$ cat config.mk
export PLATFORM = sky130hd
export DESIGN_NAME = engine_guard
export DESIGN_NICKNAME = d
export VERILOG_FILES = /design/src/rtl/engine_guard.sv
export SDC_FILE = /design/constraint.sdc
export NUM_CORES = 1
export LEC_CHECK = 0
export CAP_MARGIN = 10
export CORE_MARGIN = 10
export CORE_UTILIZATION = 40
export CTS_BUF_LIST = sky130_fd_sc_hd__clkbuf_4
export DETAILED_ROUTE_END_ITERATION = 7
export HOLD_SLACK_MARGIN = 0.1
export MAX_ROUTING_LAYER = met4
export PLACE_DENSITY = 0.76
export SLEW_MARGIN = 30
export SYNTH_ARGS = -nofsm -noshare
export SYNTH_HDL_FRONTEND = slang
export SYNTH_SLANG_ARGS = --single-unit
$ cat constraint.sdc
create_clock -name CLK -period 4.4 [get_ports CLK]
set_clock_uncertainty 0.1 [all_clocks]
set_input_delay 1.1 -clock CLK [delete_from_list [all_inputs] [get_ports CLK]]
set_output_delay 1.1 -clock CLK [all_outputs]
set_load 0.05 [all_outputs]
$ cat src/rtl/engine_guard.sv
// rtl/engine_guard.sv - clamp, slew-limit and watchdog guard for the four PPM engine commands
//
// Ports:
//   CLK        single clock
//   RESET      synchronous, active-high
//   ENG13_IN   engine 1 command [9:0], engine 3 command [25:16]
//   ENG24_IN   engine 2 command [9:0], engine 4 command [25:16]
//   WR_STROBE  one-cycle pulse on any CPU write to an engine register
//   ARM        level, 1 = motors permitted
//   ENG13_OUT  guarded engines 1/3, same packing, unused bits 0
//   ENG24_OUT  guarded engines 2/4, same packing, unused bits 0
//   STATUS     [1:0] state (0 DISARMED, 1 RUN, 2 FAILSAFE), [2] wdt_fired
module engine_guard #(
    parameter int TICK_DIV  = 1000,
    parameter int STEP      = 4,
    parameter int MAX_VAL   = 1000,
    parameter int WDT_TICKS = 20000
) (
    input  logic        CLK,
    input  logic        RESET,
    input  logic [31:0] ENG13_IN,
    input  logic [31:0] ENG24_IN,
    input  logic        WR_STROBE,
    input  logic        ARM,
    output logic [31:0] ENG13_OUT,
    output logic [31:0] ENG24_OUT,
    output logic [31:0] STATUS
);

    localparam int PW = $clog2(TICK_DIV);
    localparam int WW = $clog2(WDT_TICKS + 1);

    localparam logic [PW-1:0]      TICK_LAST = PW'(TICK_DIV - 1);
    localparam logic [WW-1:0]      WDT_MAX   = WW'(WDT_TICKS);
    localparam logic [WW-1:0]      WDT_LAST  = WW'(WDT_TICKS - 1);
    localparam logic [9:0]         MAX_V     = 10'(MAX_VAL);
    localparam logic [9:0]         STEP_V    = 10'(STEP);
    localparam logic signed [10:0] STEP_S    = 11'(STEP);

    typedef enum logic [1:0] {
        ST_DISARMED = 2'd0,
        ST_RUN      = 2'd1,
        ST_FAILSAFE = 2'd2
    } state_t;

    state_t          state;
    logic            wdt_fired;
    logic [WW-1:0]   wdt_cnt;
    logic [PW-1:0]   presc;
    logic            tick;

    // Index 0..3 = engines 1,2,3,4
    logic [3:0][9:0] cur;
    logic [3:0][9:0] tgt;

    // Bits outside the two command fields are deliberately dropped
    logic unused_bits;
    assign unused_bits = ^{ENG13_IN[31:26], ENG13_IN[15:10], ENG24_IN[31:26], ENG24_IN[15:10]};

    function automatic logic [9:0] clamp(input logic [9:0] cmd);
        clamp = (cmd > MAX_V) ? MAX_V : cmd;
    endfunction

    // Move one step toward the target; snap when within STEP so it never overshoots
    function automatic logic [9:0] slew(input logic [9:0] c, input logic [9:0] t);
        logic signed [10:0] diff;
        diff = $signed({1'b0, t}) - $signed({1'b0, c});
        if (diff > STEP_S) begin
            slew = c + STEP_V;
        end else if (diff < -STEP_S) begin
            slew = c - STEP_V;
        end else begin
            slew = t;
        end
    endfunction

    always_comb begin
        tgt    = '0;
        tgt[0] = clamp(ENG13_IN[9:0]);
        tgt[1] = clamp(ENG24_IN[9:0]);
        tgt[2] = clamp(ENG13_IN[25:16]);
        tgt[3] = clamp(ENG24_IN[25:16]);
    end

    assign tick = (presc == TICK_LAST);

    always_ff @(posedge CLK) begin
        if (RESET) begin
            presc <= '0;
        end else if (tick) begin
            presc <= '0;
        end else begin
            presc <= presc + 1'b1;
        end
    end

    always_ff @(posedge CLK) begin
        if (RESET) begin
            state     <= ST_DISARMED;
            cur       <= '0;
            wdt_cnt   <= '0;
            wdt_fired <= 1'b0;
        end else begin
            case (state)
                ST_DISARMED: begin
                    cur       <= '0;
                    wdt_cnt   <= '0;
                    wdt_fired <= 1'b0;
                    if (ARM && WR_STROBE) begin
                        state <= ST_RUN;
                    end
                end

                ST_RUN: begin
                    if (!ARM) begin
                        state     <= ST_DISARMED;
                        cur       <= '0;
                        wdt_cnt   <= '0;
                        wdt_fired <= 1'b0;
                    end else begin
                        if (tick) begin
                            for (int i = 0; i < 4; i++) begin
                                cur[i] <= slew(cur[i], tgt[i]);
                            end
                        end
                        // A write on the expiry tick wins: the counter clears instead
                        if (WR_STROBE) begin
                            wdt_cnt <= '0;
                        end else if (tick) begin
                            if (wdt_cnt >= WDT_LAST) begin
                                wdt_cnt   <= WDT_MAX;
                                state     <= ST_FAILSAFE;
                                wdt_fired <= 1'b1;
                            end else begin
                                wdt_cnt <= wdt_cnt + 1'b1;
                            end
                        end
                    end
                end

                ST_FAILSAFE: begin
                    if (!ARM) begin
                        state     <= ST_DISARMED;
                        cur       <= '0;
                        wdt_cnt   <= '0;
                        wdt_fired <= 1'b0;
                    end else if (tick) begin
                        for (int i = 0; i < 4; i++) begin
                            cur[i] <= slew(cur[i], 10'd0);
                        end
                    end
                end

                default: begin
                    state <= ST_DISARMED;
                    cur   <= '0;
                end
            endcase
        end
    end

    assign ENG13_OUT = {6'd0, cur[2], 6'd0, cur[0]};
    assign ENG24_OUT = {6'd0, cur[3], 6'd0, cur[1]};
    assign STATUS    = {29'd0, wdt_fired, state};

endmodule

==> flow_summary.html <==
<table>
<tr><th>Metric</th><th>Value</th></tr>
<tr><th colspan="2">Placed design</th></tr>
<tr><td>Setup slack at placement</td><td>-832.0 ps</td></tr>
<tr><td>Detailed placer's ending HPWL</td><td>23000 µm</td></tr>
<tr><td>PortBufs</td><td>86</td></tr>
<tr><td>Final Wtd Congestion</td><td>0.9734</td></tr>
<tr><td>Post-Place Cells</td><td>1674</td></tr>
<tr><th colspan="2">Die</th></tr>
<tr><td>Width of the chip</td><td>169.0 µm</td></tr>
<tr><td>Area of the die</td><td>28550 µm²</td></tr>
<tr><td>Initial standard-cell utilization of the core</td><td>40.68%</td></tr>
<tr><td>Placement row count</td><td>54</td></tr>
<tr><td>Chip height</td><td>169.0 µm</td></tr>
<tr><td>Floorplan Core Area</td><td>21820 µm²</td></tr>
<tr><td>Number of top-level pins</td><td>164</td></tr>
<tr><th colspan="2">Logic synthesis</th></tr>
<tr><td>Synth warn</td><td>0</td></tr>
<tr><td>Predominant post-synthesis flop cell</td><td>sky130_fd_sc_hd__dfxtp_1</td></tr>
<tr><td>Number of different library cells in the post-synthesis netlist</td><td>93</td></tr>
<tr><td>Post-synth EDFFs</td><td>0</td></tr>
<tr><td>Cells after synthesis</td><td>1228</td></tr>
<tr><td>Flop and latch count out of synthesis</td><td>68</td></tr>
<tr><td>Fraction of synthesis flops using an asynchronous set or reset pin</td><td>0%</td></tr>
<tr><td>Mean instance size in the synthesized netlist</td><td>7.229 µm²</td></tr>
<tr><td>Mapped cell area</td><td>8877 µm²</td></tr>
<tr><td>Part of the Yosys area used for sequential elements</td><td>15.33%</td></tr>
<tr><th colspan="2">Clocking</th></tr>
<tr><td>Clock tree from TritonCTS</td><td>built</td></tr>
<tr><td>Depth of the CTS H-tree</td><td>3</td></tr>
<tr><td>Clock transition at the registers of the reported paths</td><td>140 ps</td></tr>
<tr><td>Clock net sink count</td><td>68</td></tr>
<tr><td>Clock latency on the worst-skew pair</td><td>460 ps</td></tr>
<tr><td>Total clock buffers created by CTS</td><td>9</td></tr>
<tr><td>Root buffer cell</td><td>sky130_fd_sc_hd__clkbuf_4</td></tr>
<tr><td>Quantity of hold-fixing buffers added after cts</td><td>0</td></tr>
<tr><td>Number of buffers on the longest clock path</td><td>2</td></tr>
<tr><th colspan="2">Detailed routing</th></tr>
<tr><td>Vias per std cell</td><td>5.939</td></tr>
<tr><td>Post-DR wirelength/cell</td><td>17.68 µm</td></tr>
<tr><td># DRC</td><td>0</td></tr>
<tr><td>Total iterations of the first detailed-routing run</td><td>5</td></tr>
<tr><td>ANT nets after route</td><td>0</td></tr>
<tr><td>Vias</td><td>10270</td></tr>
<tr><td>Initial DRC count</td><td>1052</td></tr>
<tr><td>Total wirelength of the detailed-routed design</td><td>30570 µm</td></tr>
<tr><th colspan="2">Final layout</th></tr>
<tr><td>Synthesis-to-layout area growth</td><td>32.08%</td></tr>
<tr><td>Final non-filler cell total</td><td>1729</td></tr>
<tr><td># nets final</td><td>1573</td></tr>
<tr><td>Fraction of final layout cells sized beyond drive strength 1</td><td>23.48%</td></tr>
<tr><td>Commonest cells after routing, fill and taps aside</td><td>sky130_fd_sc_hd__buf_4 (191), sky130_fd_sc_hd__nor2_1 (95), sky130_fd_sc_hd__nand2_1 (79)</td></tr>
<tr><td>Most frequent standard cell in the layout excluding fill and tap cells</td><td>sky130_fd_sc_hd__buf_4</td></tr>
<tr><td>Number of inserted filler cells in the final layout</td><td>2067</td></tr>
<tr><th colspan="2">STA</th></tr>
<tr><td>Worst path setup slack after routing</td><td>43.91 ps</td></tr>
<tr><td>Tightest Pin Transition</td><td>987.5 ps</td></tr>
<tr><td>Unrepaired setup endpoints after global routing</td><td>true</td></tr>
<tr><td>Part of the cycle the worst path needs</td><td>99.00%</td></tr>
<tr><td>Achievable clock frequency</td><td>229.6 MHz</td></tr>
<tr><td>Worst slack on hold paths</td><td>386.9 ps</td></tr>
<tr><td>Shortest period the worst path allows</td><td>4356 ps</td></tr>
<tr><td>Hold violation total from the final report</td><td>0</td></tr>
<tr><td>Number of max-slew violations in the final report</td><td>0</td></tr>
<tr><td>Slew headroom</td><td>33.92%</td></tr>
<tr><td>Total Negative Setup Slacks</td><td>0 ps</td></tr>
<tr><td>Endpoints failing setup</td><td>0</td></tr>
<tr><th colspan="2">Setup path</th></tr>
<tr><td>R2R cell count</td><td>12</td></tr>
<tr><td>Arr. time, crit path</td><td>4620 ps</td></tr>
<tr><td>Top fanout value on the critical path</td><td>6</td></tr>
<tr><td>Required time of the critical path</td><td>4660 ps</td></tr>
<tr><td>Class of the most critical setup path</td><td>in2reg</td></tr>
<tr><td>Worst Setup End Kind</td><td>flop</td></tr>
<tr><td>Category of the worst setup path launch point</td><td>primary input</td></tr>
<tr><th colspan="2">Global routing</th></tr>
<tr><td>Vias in the first global route</td><td>9759</td></tr>
<tr><td>Global-route congestion overflow total</td><td>0</td></tr>
<tr><td>Total track usage</td><td>20.57%</td></tr>
<tr><td>Antenna violations before repair</td><td>1</td></tr>
<tr><td>Maximum number of pins on one net before global-route repair</td><td>27</td></tr>
<tr><td>Wire length of the first global-routing pass</td><td>48750 µm</td></tr>
<tr><th colspan="2">Run status</th></tr>
<tr><td>Outcome</td><td>finished, final reports clean</td></tr>
<tr><th colspan="2">Min path</th></tr>
<tr><td>HP Class</td><td>reg2reg</td></tr>
<tr><td>Hold Path Stages</td><td>1</td></tr>
<tr><th colspan="2">Pwr</th></tr>
<tr><td>Peak ir drop on the vdd network</td><td>0.0003672 V</td></tr>
<tr><td>Leakage power</td><td>4.621 nW</td></tr>
<tr><td>PwrDens</td><td>234.7 nW/µm²</td></tr>
<tr><td>Overall Power</td><td>0.002752 W</td></tr>
<tr><th colspan="2">Run</th></tr>
<tr><td>Max-Cap Viols</td><td>0</td></tr>
</table>
[worst max-delay path, cell delays in order]
cell and delay (ps):
sky130_fd_sc_hd__clkdlybuf4s50_1 480, sky130_fd_sc_hd__and3_1 160, sky130_fd_sc_hd__nand3_1 90, sky130_fd_sc_hd__o21bai_2 200, sky130_fd_sc_hd__buf_4 140, sky130_fd_sc_hd__and2_1 200
sky130_fd_sc_hd__ha_4 340, sky130_fd_sc_hd__nand2b_4 70, sky130_fd_sc_hd__a21o_1 210, sky130_fd_sc_hd__buf_4 150, sky130_fd_sc_hd__o2bb2ai_2 130, sky130_fd_sc_hd__xnor2_2 160
sky130_fd_sc_hd__buf_4 150, sky130_fd_sc_hd__nor4_4 240, sky130_fd_sc_hd__buf_6 170, sky130_fd_sc_hd__mux2i_4 120, sky130_fd_sc_hd__buf_4 160, sky130_fd_sc_hd__nor2_2 90
sky130_fd_sc_hd__a211oi_2 50, sky130_fd_sc_hd__o21ba_2 200
[worst paths after layout]
kind / slack (ps) / to / start
hold reg to reg: 390 / wdt_cnt[14] / wdt_cnt[14]
hold / removal: 390 / wdt_cnt[14] / wdt_cnt[14]
setup / recovery: 40 / ENG13_OUT[9] / ENG13_IN[8]
setup reg to reg: 640 / ENG24_OUT[9] / ENG24_OUT[6]
[state kept, by name (all words and copies together) (netlist names)]
register	flops
wdt_cnt	15
ENG13_OUT	20
ENG24_OUT	20
wdt_fired	1
presc	10
state	2
[stage by stage]
stage	instance area, µm²	utilization, %
CTS	11230	51.47
global route	11730	53.73
floorplan	9089	-
global placement	10730	49.18
detailed placement	10730	49.18
finish	11730	53.73
[cells in the mapped netlist (23+ instances only)]
cell,instances,share of area (%)
sky130_fd_sc_hd__a211oi_1,26,2.2
sky130_fd_sc_hd__a21oi_1,79,4.5
sky130_fd_sc_hd__buf_4,55,4.7
sky130_fd_sc_hd__clkbuf_1,56,2.4
sky130_fd_sc_hd__dfxtp_1,68,15
sky130_fd_sc_hd__ha_1,58,8.2
sky130_fd_sc_hd__inv_1,59,2.5
sky130_fd_sc_hd__nand2_1,83,3.5
sky130_fd_sc_hd__nand2b_1,24,1.7
sky130_fd_sc_hd__nand3_1,55,3.1
sky130_fd_sc_hd__nand4_1,23,1.6
sky130_fd_sc_hd__nor2_1,100,4.2
sky130_fd_sc_hd__nor3_1,40,2.3
sky130_fd_sc_hd__o21ai_0,46,2.6
sky130_fd_sc_hd__xnor2_1,33,3.3
[power breakdown]
part	total, W	internal, W	switching, W
logic	0.00163	0.000609	0.00102
registers	0.000673	0.000637	0.0000353
clock network	0.000452	0.000180	0.000271
total	0.00275	0.00143	0.00132
[area by class of cell]
class	count	area, µm²	share of cell area [%]
multi-input combinational	1020	7267	61.98
antenna	1	2.502	0.02134
tap	280	350.3	2.988
sequential	68	1361	11.61
clock buffer	9	67.56	0.5762
inverter	61	229.0	1.953
timing repair buffer	283	2367	20.19
clock inverter	7	80.08	0.6830
[per-layer routing]
metal | share of wire [%] | global-route usage [%] | wire, µm | vias to the layer above
li1 | - | - | - | 4920
met1 | 42 | 25.32 | 12940 | 4871
met2 | 48 | 33.88 | 14760 | 402
met3 | 6.8 | 3.682 | 2066 | 75
met4 | 2.6 | 5.741 | 809 | 0
met5 | 0 | - | 0 | -
[kinds of logic after synthesis]
family                     synth area share (%)
AOI/OAI and AO/OA                         29.71
xor gates and xnor gates                  5.328
adders and majority gates                 9.077
buffers and inverters                     11.13
DFF                                       15.33
muxes                                     1.748
other                                   0.04224
and+or+nand+nor                           27.63
[timing repair]
| item | in CTS | in global routing |
|---|---|---|
| gates resized for setup | 37 | 104 |
| pin swaps | 24 | 62 |
| buffers inserted | 27 | 11 |
| endpoints found under the setup margin | 28 | 40 |
(Power assumes the default switching activity.)
